**src/rtl/cond_pkg.sv**
```systemverilog
// Shared definitions for the conditional-execution unit.
// Condition codes, {N,Z,C,V} bit positions and the predicate-block
// FSM state type. Imported by cond_eval and cond_logic_unit.
package cond_pkg;

    localparam logic [2:0] COND_EQ = 3'b000;
    localparam logic [2:0] COND_MI = 3'b001;
    localparam logic [2:0] COND_GT = 3'b010;
    localparam logic [2:0] COND_AL = 3'b111;

    // bit positions inside the 4-bit {N,Z,C,V} flag vector
    localparam int FLAG_N = 3;
    localparam int FLAG_Z = 2;
    localparam int FLAG_C = 1;
    localparam int FLAG_V = 0;

    typedef enum logic {
        ST_IDLE   = 1'b0,
        ST_ACTIVE = 1'b1
    } pblk_state_e;

endpackage

```
**src/rtl/cond_eval.sv**
```systemverilog
// Combinational condition decode.
// Ports:
//   cond  [2:0] in   condition code (EQ, MI, GT, AL; others never pass)
//   flags [3:0] in   {N,Z,C,V}
//   pass        out  condition satisfied
module cond_eval
    import cond_pkg::*;
(
    input  logic [2:0] cond,
    input  logic [3:0] flags,
    output logic       pass
);

    // carry is not consulted by any supported condition
    logic unused_c;
    assign unused_c = flags[FLAG_C];

    always_comb begin
        pass = 1'b0;
        case (cond)
            COND_EQ: pass = flags[FLAG_Z];
            COND_MI: pass = flags[FLAG_N];
            COND_GT: pass = ~flags[FLAG_Z] & (flags[FLAG_N] == flags[FLAG_V]);
            COND_AL: pass = 1'b1;
            default: pass = 1'b0;
        endcase
    end

endmodule

```
**src/rtl/cond_logic_unit.sv**
```systemverilog
// Conditional-execution control: gates register/memory/branch requests by
// the evaluated condition, holds the {N,Z,C,V} flags and, when the macro
// COND_PBLK_EN is defined, runs a predicate-block FSM that applies one
// latched condition to the next 1..MAX_PBLK retired instructions.
// Without COND_PBLK_EN, pblk_start/pblk_len are ignored and pblk_active is 0.
// Ports:
//   clk, reset (async, active-low)
//   instr_valid, cond[2:0], alu_flags[3:0], flag_w[1:0]
//   pcs, reg_w, mem_w, no_write, pblk_start, pblk_len[1:0]   inputs
//   pc_src, reg_write, mem_write, cond_ex, flags[3:0], pblk_active outputs
//
// state     | meaning
// ST_IDLE   | no block; cond input governs execution
// ST_ACTIVE | inside block; latched block condition governs execution
module cond_logic_unit
    import cond_pkg::*;
#(
    parameter int MAX_PBLK = 3
) (
    input  logic       clk,
    input  logic       reset,
    input  logic       instr_valid,
    input  logic [2:0] cond,
    input  logic [3:0] alu_flags,
    input  logic [1:0] flag_w,
    input  logic       pcs,
    input  logic       reg_w,
    input  logic       mem_w,
    input  logic       no_write,
    input  logic       pblk_start,
    input  logic [1:0] pblk_len,
    output logic       pc_src,
    output logic       reg_write,
    output logic       mem_write,
    output logic       cond_ex,
    output logic [3:0] flags,
    output logic       pblk_active
);

    logic [3:0] flags_q, flags_d;
    logic [2:0] eff_cond;
    logic       start_instr;
    logic       exec;

    cond_eval u_cond_eval (
        .cond  (eff_cond),
        .flags (flags_q),
        .pass  (cond_ex)
    );

`ifdef COND_PBLK_EN
    localparam logic [1:0] MAX_LEN = 2'(MAX_PBLK);

    pblk_state_e state_q, state_d;
    logic [1:0]  count_q, count_d;
    logic [2:0]  blk_cond_q, blk_cond_d;

    assign start_instr = (state_q == ST_IDLE) & pblk_start & instr_valid
                         & (pblk_len != 2'd0);
    assign eff_cond    = (state_q == ST_ACTIVE) ? blk_cond_q : cond;
    assign pblk_active = (state_q == ST_ACTIVE);

    always_comb begin
        state_d    = state_q;
        count_d    = count_q;
        blk_cond_d = blk_cond_q;
        case (state_q)
            ST_IDLE: begin
                if (start_instr) begin
                    state_d    = ST_ACTIVE;
                    blk_cond_d = cond;
                    count_d    = (pblk_len > MAX_LEN) ? MAX_LEN : pblk_len;
                end
            end
            ST_ACTIVE: begin
                // pblk_start is ignored here; the instruction is a member
                if (instr_valid) begin
                    count_d = count_q - 2'd1;
                    if (count_q == 2'd1) begin
                        state_d = ST_IDLE;
                    end
                end
            end
        endcase
    end

    always_ff @(posedge clk or negedge reset) begin
        if (!reset) begin
            state_q    <= ST_IDLE;
            count_q    <= 2'd0;
            blk_cond_q <= COND_AL;
        end else begin
            state_q    <= state_d;
            count_q    <= count_d;
            blk_cond_q <= blk_cond_d;
        end
    end
`else
    logic unused_pblk;
    assign unused_pblk = ^{pblk_start, pblk_len};
    assign start_instr = 1'b0;
    assign eff_cond    = cond;
    assign pblk_active = 1'b0;
`endif

    // the block-opening instruction only sets up the block; it never executes
    assign exec = instr_valid & cond_ex & ~start_instr;

    always_comb begin
        flags_d = flags_q;
        if (exec && flag_w[1]) begin
            flags_d[FLAG_N] = alu_flags[FLAG_N];
            flags_d[FLAG_Z] = alu_flags[FLAG_Z];
        end
        if (exec && flag_w[0]) begin
            flags_d[FLAG_C] = alu_flags[FLAG_C];
            flags_d[FLAG_V] = alu_flags[FLAG_V];
        end
    end

    always_ff @(posedge clk or negedge reset) begin
        if (!reset) begin
            flags_q <= 4'b0000;
        end else begin
            flags_q <= flags_d;
        end
    end

    // reset gates the requests directly so nothing leaks while it is low
    assign reg_write = reset & exec & reg_w & ~no_write;
    assign mem_write = reset & exec & mem_w;
    assign pc_src    = reset & exec & pcs;
    assign flags     = flags_q;

endmodule

```
**config.mk**
```make
export PLATFORM = sky130hd
export DESIGN_NAME = cond_logic_unit
export DESIGN_NICKNAME = d
export VERILOG_FILES = /design/src/rtl/cond_pkg.sv /design/src/rtl/cond_eval.sv /design/src/rtl/cond_logic_unit.sv
export SDC_FILE = /design/constraint.sdc
export NUM_CORES = 1
export LEC_CHECK = 0
export BUFFER_PORTS_ARGS = -buffer_cell sky130_fd_sc_hd__buf_2
export CAP_MARGIN = 20
export CORE_AREA = 2 2 39 41
export DETAILED_ROUTE_END_ITERATION = 16
export DIE_AREA = 0 0 41 43
export SLEW_MARGIN = 40
export SYNTH_ARGS = -nofsm -noshare
export SYNTH_HDL_FRONTEND = slang
export SYNTH_SLANG_ARGS = --single-unit
```
**constraint.sdc**
```tcl
create_clock -name clk -period 1.5 [get_ports clk]
set_input_delay 0.3 -clock clk [delete_from_list [all_inputs] [get_ports clk]]
set_output_delay 0.3 -clock clk [all_outputs]
set_load 0.03 [all_outputs]
```
==> out/qor.csv, run 1 <==
metric;value;unit
status;finished, violations left;
violations in the final reports;negative setup slack;
termination of the worst setup path;mem_write;
Buf+Inv Stages, Crit Path;2;
detailed-route wire length per cell;10.7;um
Initial DRT Pass Iterations;2;
area occupied by multi-input gates;243;um2
I/O pin cnt;28;
Layout Cell Area excl Fill;607;um2
y dimension of the die;43;um
Initial DRC Count;1;
via total after detailed routing;347;
Sinks on Clock Net;4;
cell types with the largest area share after synthesis;sky130_fd_sc_hd__dfrtp_1 34%, sky130_fd_sc_hd__mux2_1 15%, sky130_fd_sc_hd__and4bb_1 8.5%;
period utilisation layout;1.30;
synth-to-layout area growth;106;%
top achievable clock speed;512;MHz
Post-Syn Instances;29;
Clk Tree Root Cell;sky130_fd_sc_hd__clkbuf_4;
Fill cells;145;
Register Area;104;um2
Die Width;41;um
reg2reg path depth;6;
antenna violations before repair;0;
worst hold slack across all endpoints;0.293;ns
Worst Slack Setup Final;-0.454;ns
Critical Path Sink Type;output port;
global router's overall resource usage;0.121;
#FFs+latches synth;4;
total power divided by cell area;1480;nW/um2
NumNets Final;84;
count of input and output buffers;23;
vias in the first global route;348;
remaining antenna violation count after routing;0;
Antenna Cells;0;
unrepaired setup endpoints after global routing;true;
primary flip-flop cell chosen by synthesis mapping;sky130_fd_sc_hd__dfrtp_1;
share of the synthesized area in the top cell type;0.340;
part of the Yosys area used for sequential elements;0.340;
flip-flop count of the largest register after layout;4;
number of vias per cell after detailed routing;4.34;
Bufs on Longest Clock Path;2;
asr flop ratio synth;1.00;
leftover overflow at the end of global routing;0;
accumulated negative setup slack;-2.29;ns
placed wire-length estimate;649;um
static power due to leakage;0.300;nW
combined area of all synthesized cells;294;um2
highest-delay cell along the critical path;sky130_fd_sc_hd__dfrtp_2;
Synth Warn #;0;
CP peak stage delay;0.42;ns
Core Footprint;1380;um2
Min-Delay Startpoint;alu_flags[3];
total of max-cap violations;0;
Core Rows;14;
overall die area;1760;um2
placed instance area;504;um2
Synth top cells by count;4 x sky130_fd_sc_hd__dfrtp_1, 4 x sky130_fd_sc_hd__mux2_1, 3 x sky130_fd_sc_hd__nand2_1;
TritonCTS Buffers;3;
dominant cell type by area after synthesis;sky130_fd_sc_hd__dfrtp_1;
path type of the worst setup path;flip-flop to output port;
Final min period;1.95;ns
Post-Route Utilization;0.439;
beginning of the worst register-to-register path;flags[3];
cell count after placement;74;
CTS tree;built;
kind of start point of the critical path;flip-flop;
number of flops mapped to enable cells by yosys;0;
# H-tree levels;1;
setup clock skew after layout;0.00528;ns
clock latency of the later-clocked register in the worst-skew pair;0.24;ns
Crit path max-delay family;simple AND/OR/NAND/NOR gates;
maximum number of pins on one net before global-route repair;6;
final cell count without fillers;80;
CP Launch Point;flags[3];
total DRC errors in the routed layout;0;
path category of the worst min-delay check;input port to flip-flop;
worst-path maximum fanout;4;
post-synthesis average cell area;10.1;um2
routability congestion estimate;0.644;
maximum VDD drop;771;uV
clock transition at the register clock pins on the worst setup and hold paths after CTS;0.04;ns
Final setup viols;8;
global-route wire length before repair;1.37;mm
Net Count, Synth;48;
Post-Route WL;852;um
proportion of layout cells with a drive suffix above 1;0.781;
distinct cell type count of the synthesized netlist;17;
number of gates on the worst path with buffers counted;6;
destination of the worst register-to-register timing path;flags[0];
CP Data Required Time;1.20;ns
critical path, cell by cell;buf_6, and4bb_1, a311oi_2, and2_4, nor3b_2, buf_4;
initial cell density of the core;0.212;
number of slew-limit violations in the final report;0;
data arrival time at the worst-slack endpoint;1.65;ns
internal reg-to-reg setup slack;-0.13;ns
final hold violations;0;
## how the worst min path moves through the flow
stage / end / cells after the start / slack (ns)
final: flags[3] / 2 / 0.29
after global routing: flags[3] / 2 / 0.28
after CTS: flags[3] / 2 / 0.28
after detailed placement: flags[1] / 2 / 0.21
after global placement: flags[1] / 2 / 0.21
after floorplan: flags[0] / 0 / 0.004
## power by group
group	internal [mW]	switching [mW]
combinational	0.269	0.256
clock	0.100	0.0490
sequential	0.172	0.0493
## kinds of logic (layout without fill, tap and decap cells)
group / after synthesis / count (layout) / share of synthesized area
muxes: 4 / 4 / 0.153
AOI/OAI and AO/OA: 4 / 4 / 0.102
buffers and inverters: 3 / 38 / 0.0511
DFF: 4 / 4 / 0.340
and+or+nand+nor: 13 / 13 / 0.340
other: 1 / 1 / 0.0128
## metrics by stage
| stage | setup WS (ns) | power (mW) |
|---|---|---|
| floorplan | -0.352 | 0.464 |
| global placement | -0.249 | 0.639 |
| detailed placement | -0.260 | 0.646 |
| CTS | -0.464 | 0.913 |
| global route | -0.570 | 0.967 |
| finish | -0.454 | 0.896 |
## per-layer routing
metal,track usage,up-vias,wire length (um)
met4,0.100,0,0
met2,0.175,18,434
met3,0.0471,0,82
met1,0.131,153,334
met5,0,-,0
li1,-,176,-
## cell type report
class / count / share of cell area
Tap cell: 16 / 0.0330
Sequential cell: 4 / 0.171
Inverter: 2 / 0.0124
Multi-Input combinational cell: 22 / 0.400
Clock buffer: 4 / 0.0433
Timing Repair Buffer: 32 / 0.340
## cell usage in the layout, fill, tap and decap left out, drive strengths merged
master,count
o21ai,1
dlygate4sd3,1
and4bb,2
nor4b,2
nor2,1
mux2,4
nor3b,2
a21oi,2
and3,1
a311oi,1
nor2b,1
conb,1
nand2,3
buf,31
dfrtp,4
clkbuf,4
inv,2
and2,1
## timing repair
| item | CTS | global route |
|---|---|---|
| setup endpoints to repair | 8 | 8 |
| pin swaps | 8 | 1 |
| hold buffers | 1 | 0 |
| hold endpoints to repair | 4 | 0 |
| buffers inserted | 2 | 0 |
| resized for setup | 14 | 1 |
Power figures use the tool's default switching activity.
==> run 2: changes to the inputs <==
==> constraint.sdc (replaced) <==
create_clock -name clk -period 2.3 [get_ports clk]
set_input_delay 0.46 -clock clk [delete_from_list [all_inputs] [get_ports clk]]
set_output_delay 0.46 -clock clk [all_outputs]
set_load 0.03 [all_outputs]
==> out/qor.csv, run 2 (synthesis results as in run 1) <==
metric;value;unit;change
Antenna Cells;0;;unchanged
share of power burned in registers;0.326;;+0.079
Clk Tree Root Cell;sky130_fd_sc_hd__clkbuf_4;;
cell count after placement;67;;-9.5%
Final setup viols;0;;-8
Sinks on Clock Net;4;;unchanged
Post-Route WL;668;um;-22%
number of vias per cell after detailed routing;4.46;;+2.8%
Die Width;41;um;unchanged
Initial DRT Pass Iterations;2;;unchanged
y dimension of the die;43;um;unchanged
global router's overall resource usage;0.0766;;-0.0445
final hold violations;0;;unchanged
clock latency of the later-clocked register in the worst-skew pair;0.23;ns;about the same
leftover overflow at the end of global routing;0;;unchanged
flip-flop count of the largest register after layout;4;;unchanged
placed wire-length estimate;593;um;-8.5%
worst hold slack across all endpoints;0.0332;ns;-0.259 ns
Core Rows;14;;unchanged
# H-tree levels;1;;unchanged
via total after detailed routing;312;;-10%
Fill cells;153;;+5.5%
unrepaired setup endpoints after global routing;false;;
path category of the worst min-delay check;input port to async pin;;
most frequent cells in the layout;21 x sky130_fd_sc_hd__buf_2, 4 x sky130_fd_sc_hd__mux2_1, 4 x sky130_fd_sc_hd__dfrtp_1;;
Post-Route Utilization;0.329;;-0.109
total DRC errors in the routed layout;0;;unchanged
routability congestion estimate;0.640;;-0.65%
share of power burned in the clock network;0.192;;+0.025
status;finished, final reports clean;;
vias in the first global route;238;;-32%
overall die area;1760;um2;unchanged
net switching power of the design;197;uW;-44%
final cell count without fillers;70;;-13%
internal reg-to-reg setup slack;0.75;ns;+0.88 ns
destination of the worst register-to-register timing path;flags[1];;
static power due to leakage;0.234;nW;-22%
path type of the worst setup path;flip-flop to output port;;
synth-to-layout area growth;54.9;%;
Critical Path Sink Type;output port;;
total of max-cap violations;0;;unchanged
top achievable clock speed;459;MHz;
detailed-route wire length per cell;9.54;um;-10%
setup clock skew after layout;0.00228;ns;-0.00300 ns
maximum VDD drop;360;uV;-53%
data arrival time at the worst-slack endpoint;1.72;ns;+0.07 ns
cell-internal power;244;uW;-55%
CTS tree;built;;
CP Data Required Time;1.84;ns;+0.64 ns
Post-CTS Repair Setup Buffers;0;;-2
I/O pin cnt;28;;unchanged
proportion of layout cells with a drive suffix above 1;0.574;;-0.207
antenna violations before repair;0;;unchanged
CTS-repair resized insts;0;;-14
kind of start point of the critical path;flip-flop;;
leading cell type in the layout, fill and taps excluded;sky130_fd_sc_hd__buf_2;;
initial cell density of the core;0.212;;unchanged
clock transition at the register clock pins on the worst setup and hold paths after CTS;0.04;ns;about the same
beginning of the worst register-to-register path;flags[0];;
Final min period;2.18;ns;
NumNets Final;75;;-11%
total power divided by cell area;969;nW/um2;-34%
accumulated negative setup slack;0;ns;+2.29 ns
Initial DRC Count;1;;unchanged
worst-path maximum fanout;5;;+1
period utilisation layout;0.947;;
count of input and output buffers;23;;unchanged
global-route wire length before repair;883;um;-35%
Core Footprint;1380;um2;unchanged
remaining antenna violation count after routing;0;;unchanged
combinational cell fraction of total power;0.482;;-0.105
Sw Share;0.447;;+0.0508
reg2reg path depth;4;;-2
maximum number of pins on one net before global-route repair;6;;unchanged
number of slew-limit violations in the final report;0;;unchanged
Bufs on Longest Clock Path;2;;unchanged
TritonCTS Buffers;3;;unchanged
cts hold-fix bufs;0;;-1
run 2: cell count changes in the layout (fill, tap and decap cells not counted), sizes merged:
cell,change
dlygate4sd3,-1
clkbuf,-1
buf,-8
run 2: stage by stage:
step	area [um2]	power [mW]	setup slack [ns]
floorplan	294	0.283	-0.0728
global placement	422	0.350	0.170
detailed placement	422	0.353	0.157
CTS	444	0.443	0.0438
global route	455	0.473	0.0105
finish	455	0.441	0.123
run 2: critical path, stage by stage (launching register included):
cell                       delay [ns]
sky130_fd_sc_hd__dfrtp_1         0.41
sky130_fd_sc_hd__and4bb_1        0.28
sky130_fd_sc_hd__a311oi_2        0.12
sky130_fd_sc_hd__and2_2          0.25
sky130_fd_sc_hd__nor4b_2         0.24
sky130_fd_sc_hd__buf_4           0.20
run 2: worst max-delay path by stage:
| stage | start | end | cells past startpoint |
|---|---|---|---|
| 2_1_floorplan | flags[2] | mem_write | 4 |
| 3_3_place_gp | cond[0] | reg_write | 6 |
| 3_5_place_dp | cond[0] | reg_write | 6 |
| 4_1_cts | flags[3] | reg_write | 5 |
| 5_1_grt | flags[3] | reg_write | 5 |
| 6_report | flags[2] | reg_write | 5 |
run 2: cell type report:
type | count | area (um2) | area share
clock buffers | 3 | 22.5 | 0.0495
repair buffers | 23 | 120 | 0.264
multi-input cells | 22 | 185 | 0.407
flip-flops and latches | 4 | 100 | 0.220
inverters | 2 | 7.51 | 0.0165
well taps | 16 | 20.0 | 0.0440
run 2: metal layers:
metal / vias up / global-route usage / share of wire
met2: 18 / 0.103 / 0.44
met4: 0 / 0.0800 / 0
met3: 0 / 0.0157 / 0.13
met1: 139 / 0.0912 / 0.43
li1: 155 / - / -
met5: - / 0 / 0
run 2: power by group through the flow:
stage          Combinational (mW)  Sequential, mW  Clock (mW)
3_3_place_gp                0.211           0.139           0
5_1_grt                     0.226           0.153      0.0940
4_1_cts                     0.213           0.140      0.0904
3_5_place_dp                0.213           0.141           0
2_1_floorplan              0.0749           0.208           0
6_report                    0.213           0.144      0.0846
==> run 3: changes to the inputs <==
--- a/config.mk
+++ b/config.mk
@@ -7,9 +7,13 @@
 export LEC_CHECK = 0
 export BUFFER_PORTS_ARGS = -buffer_cell sky130_fd_sc_hd__buf_2
 export CAP_MARGIN = 20
+export CELL_PAD_IN_SITES_DETAIL_PLACEMENT = 0
+export CELL_PAD_IN_SITES_GLOBAL_PLACEMENT = 1
 export CORE_AREA = 2 2 39 41
 export DETAILED_ROUTE_END_ITERATION = 16
 export DIE_AREA = 0 0 41 43
+export PLACE_DENSITY_LB_ADDON = 0.1
+export SKIP_LAST_GASP = 1
 export SLEW_MARGIN = 40
 export SYNTH_ARGS = -nofsm -noshare
 export SYNTH_HDL_FRONTEND = slang
==> out/qor.csv, run 3 (synthesis results as in run 1) <==
metric;value;unit;change
status;finished, final reports clean;;
Antenna Cells;0;;unchanged
Layout Cell Area excl Fill;470;um2;+3.3%
Final min period;2.16;ns;-0.0175 ns
static power due to leakage;0.240;nW;+3.0%
total of max-cap violations;0;;unchanged
Post-CTS Repair Setup Buffers;0;;unchanged
destination of the worst register-to-register timing path;flags[0];;
net switching power of the design;213;uW;+8.3%
reg2reg path depth;4;;unchanged
count of input and output buffers;23;;unchanged
maximum VDD drop;340;uV;-5.5%
number of vias per cell after detailed routing;4.57;;+2.6%
via total after detailed routing;320;;+2.6%
total DRC errors in the routed layout;0;;unchanged
internal reg-to-reg setup slack;0.70;ns;-0.05 ns
synth-to-layout area growth;60.0;%;
total power consumption of the routed design;467;uW;+5.8%
Initial DRC Count;1;;unchanged
Final setup viols;0;;unchanged
CTS tree;built;;
CP Data Required Time;1.84;ns;about the same
placed instance area;422;um2;unchanged
cts hold-fix bufs;0;;unchanged
Clk Tree Root Cell;sky130_fd_sc_hd__clkbuf_4;;
most frequent cells in the layout;21 x sky130_fd_sc_hd__buf_2, 4 x sky130_fd_sc_hd__mux2_1, 3 x sky130_fd_sc_hd__nand2_1, 3 x sky130_fd_sc_hd__clkbuf_4, 3 x sky130_fd_sc_hd__dfrtp_1;;
Core Footprint;1380;um2;unchanged
combinational cell fraction of total power;0.480;;-0.002
maximum number of pins on one net before global-route repair;6;;unchanged
proportion of layout cells with a drive suffix above 1;0.611;;+0.0370
Critical Path Sink Type;output port;;
cell-internal power;254;uW;+3.9%
beginning of the worst register-to-register path;flags[0];;
Core Rows;14;;unchanged
DR WL met3;43;um;-49%
number of slew-limit violations in the final report;0;;unchanged
kind of start point of the critical path;flip-flop;;
share of power burned in the clock network;0.186;;-0.006
placed wire-length estimate;607;um;+2.3%
termination of the worst setup path;reg_write;;
path type of the worst setup path;flip-flop to output port;;
routability congestion estimate;0.635;;-0.72%
total power divided by cell area;993;nW/um2;+2.5%
final hold violations;0;;unchanged
overall die area;1760;um2;unchanged
flip-flop count of the largest register after layout;4;;unchanged
NumNets Final;75;;unchanged
met2 WL;382;um;+29%
global-route wire length before repair;1.14;mm;+29%
top achievable clock speed;463;MHz;+0.81%
unrepaired setup endpoints after global routing;false;;
worst-path maximum fanout;5;;unchanged
vias in the first global route;316;;+33%
initial cell density of the core;0.212;;unchanged
CP Launch Point;flags[2];;
y dimension of the die;43;um;unchanged
leading cell type in the layout, fill and taps excluded;sky130_fd_sc_hd__buf_2;;
share of power burned in registers;0.334;;+0.008
setup clock skew after layout;0.00163;ns;-0.000650 ns
clock transition at the register clock pins on the worst setup and hold paths after CTS;0.04;ns;about the same
leftover overflow at the end of global routing;0;;unchanged
I/O pin cnt;28;;unchanged
data arrival time at the worst-slack endpoint;1.70;ns;-0.02 ns
uppermost routed layer;met4;;
Bufs on Longest Clock Path;2;;unchanged
path category of the worst min-delay check;input port to async pin;;
clock latency of the later-clocked register in the worst-skew pair;0.23;ns;about the same
TritonCTS Buffers;3;;unchanged
detailed-route wire length per cell;10.0;um;+5.2%
Die Width;41;um;unchanged
Post-Route Utilization;0.340;;+0.0108
remaining antenna violation count after routing;0;;unchanged
# H-tree levels;1;;unchanged
Fill cells;152;;-0.65%
accumulated negative setup slack;0;ns;unchanged
global router's overall resource usage;0.0978;;+0.0212
Initial DRT Pass Iterations;2;;unchanged
Sw Share;0.457;;+0.0102
met1 WL;258;um;-9.8%
period utilisation layout;0.939;;-0.00762
Post-Route WL;703;um;+5.2%
antenna violations before repair;0;;unchanged
Sinks on Clock Net;4;;unchanged
[run 3: cell counts in the layout (fill, tap and decap cells not counted)]
Identical to the previous run, type by type.
[run 3: worst min-delay path by stage]
stage	startpoint	to	cells past startpoint
after floorplan	reset	flags[0]	0
after global placement	reset	flags[1]	1
after detailed placement	reset	flags[1]	1
after CTS	reset	flags[1]	1
after global routing	reset	flags[1]	1
final	reset	flags[1]	1
[run 3: metrics by stage]
stage	worst slack (ns)	std cells	hold WS (ns)
global placement	0.179	67	0.274
global route	0.0477	70	0.0182
finish	0.140	70	0.0279
detailed placement	0.150	67	0.275
floorplan	-0.0728	29	0.164
CTS	0.0321	70	0.0231
[run 3: layout make-up]
| class | instances | area (um2) | share of cell area |
|---|---|---|---|
| multi-input combinational | 22 | 199 | 0.423 |
| timing repair buffer | 23 | 120 | 0.255 |
| sequential | 4 | 101 | 0.215 |
| clock buffer | 3 | 22.5 | 0.0479 |
| tap | 16 | 20.0 | 0.0426 |
| inverter | 2 | 7.51 | 0.0160 |
[run 3: routing by layer]
metal / GRT usage / vias up
met1: 0.0879 / 149
met3: 0.0314 / 2
met4: 0.0800 / 0
met2: 0.163 / 14
li1: - / 155
met5: 0 / -
[run 3: worst max-delay path, stage by stage, from the launching register on]
cell	delay, ns
sky130_fd_sc_hd__dfrtp_2	0.43
sky130_fd_sc_hd__and4bb_1	0.28
sky130_fd_sc_hd__a311oi_2	0.12
sky130_fd_sc_hd__and2_4	0.20
sky130_fd_sc_hd__nor4b_2	0.24
sky130_fd_sc_hd__buf_4	0.20
[run 3: power by group through the flow]
stage	combinational (mW)	clock, mW	sequential (mW)
floorplan	0.0749	0	0.208
global placement	0.212	0	0.140
detailed placement	0.215	0	0.143
CTS	0.215	0.0912	0.142
global route	0.238	0.0996	0.163
finish	0.224	0.0867	0.156
[run 3: what timing repair did]
action                     4_1_cts  5_1_grt
hold endpoints to repair         0        0
resized for setup                0        7
setup endpoints to repair        0        3
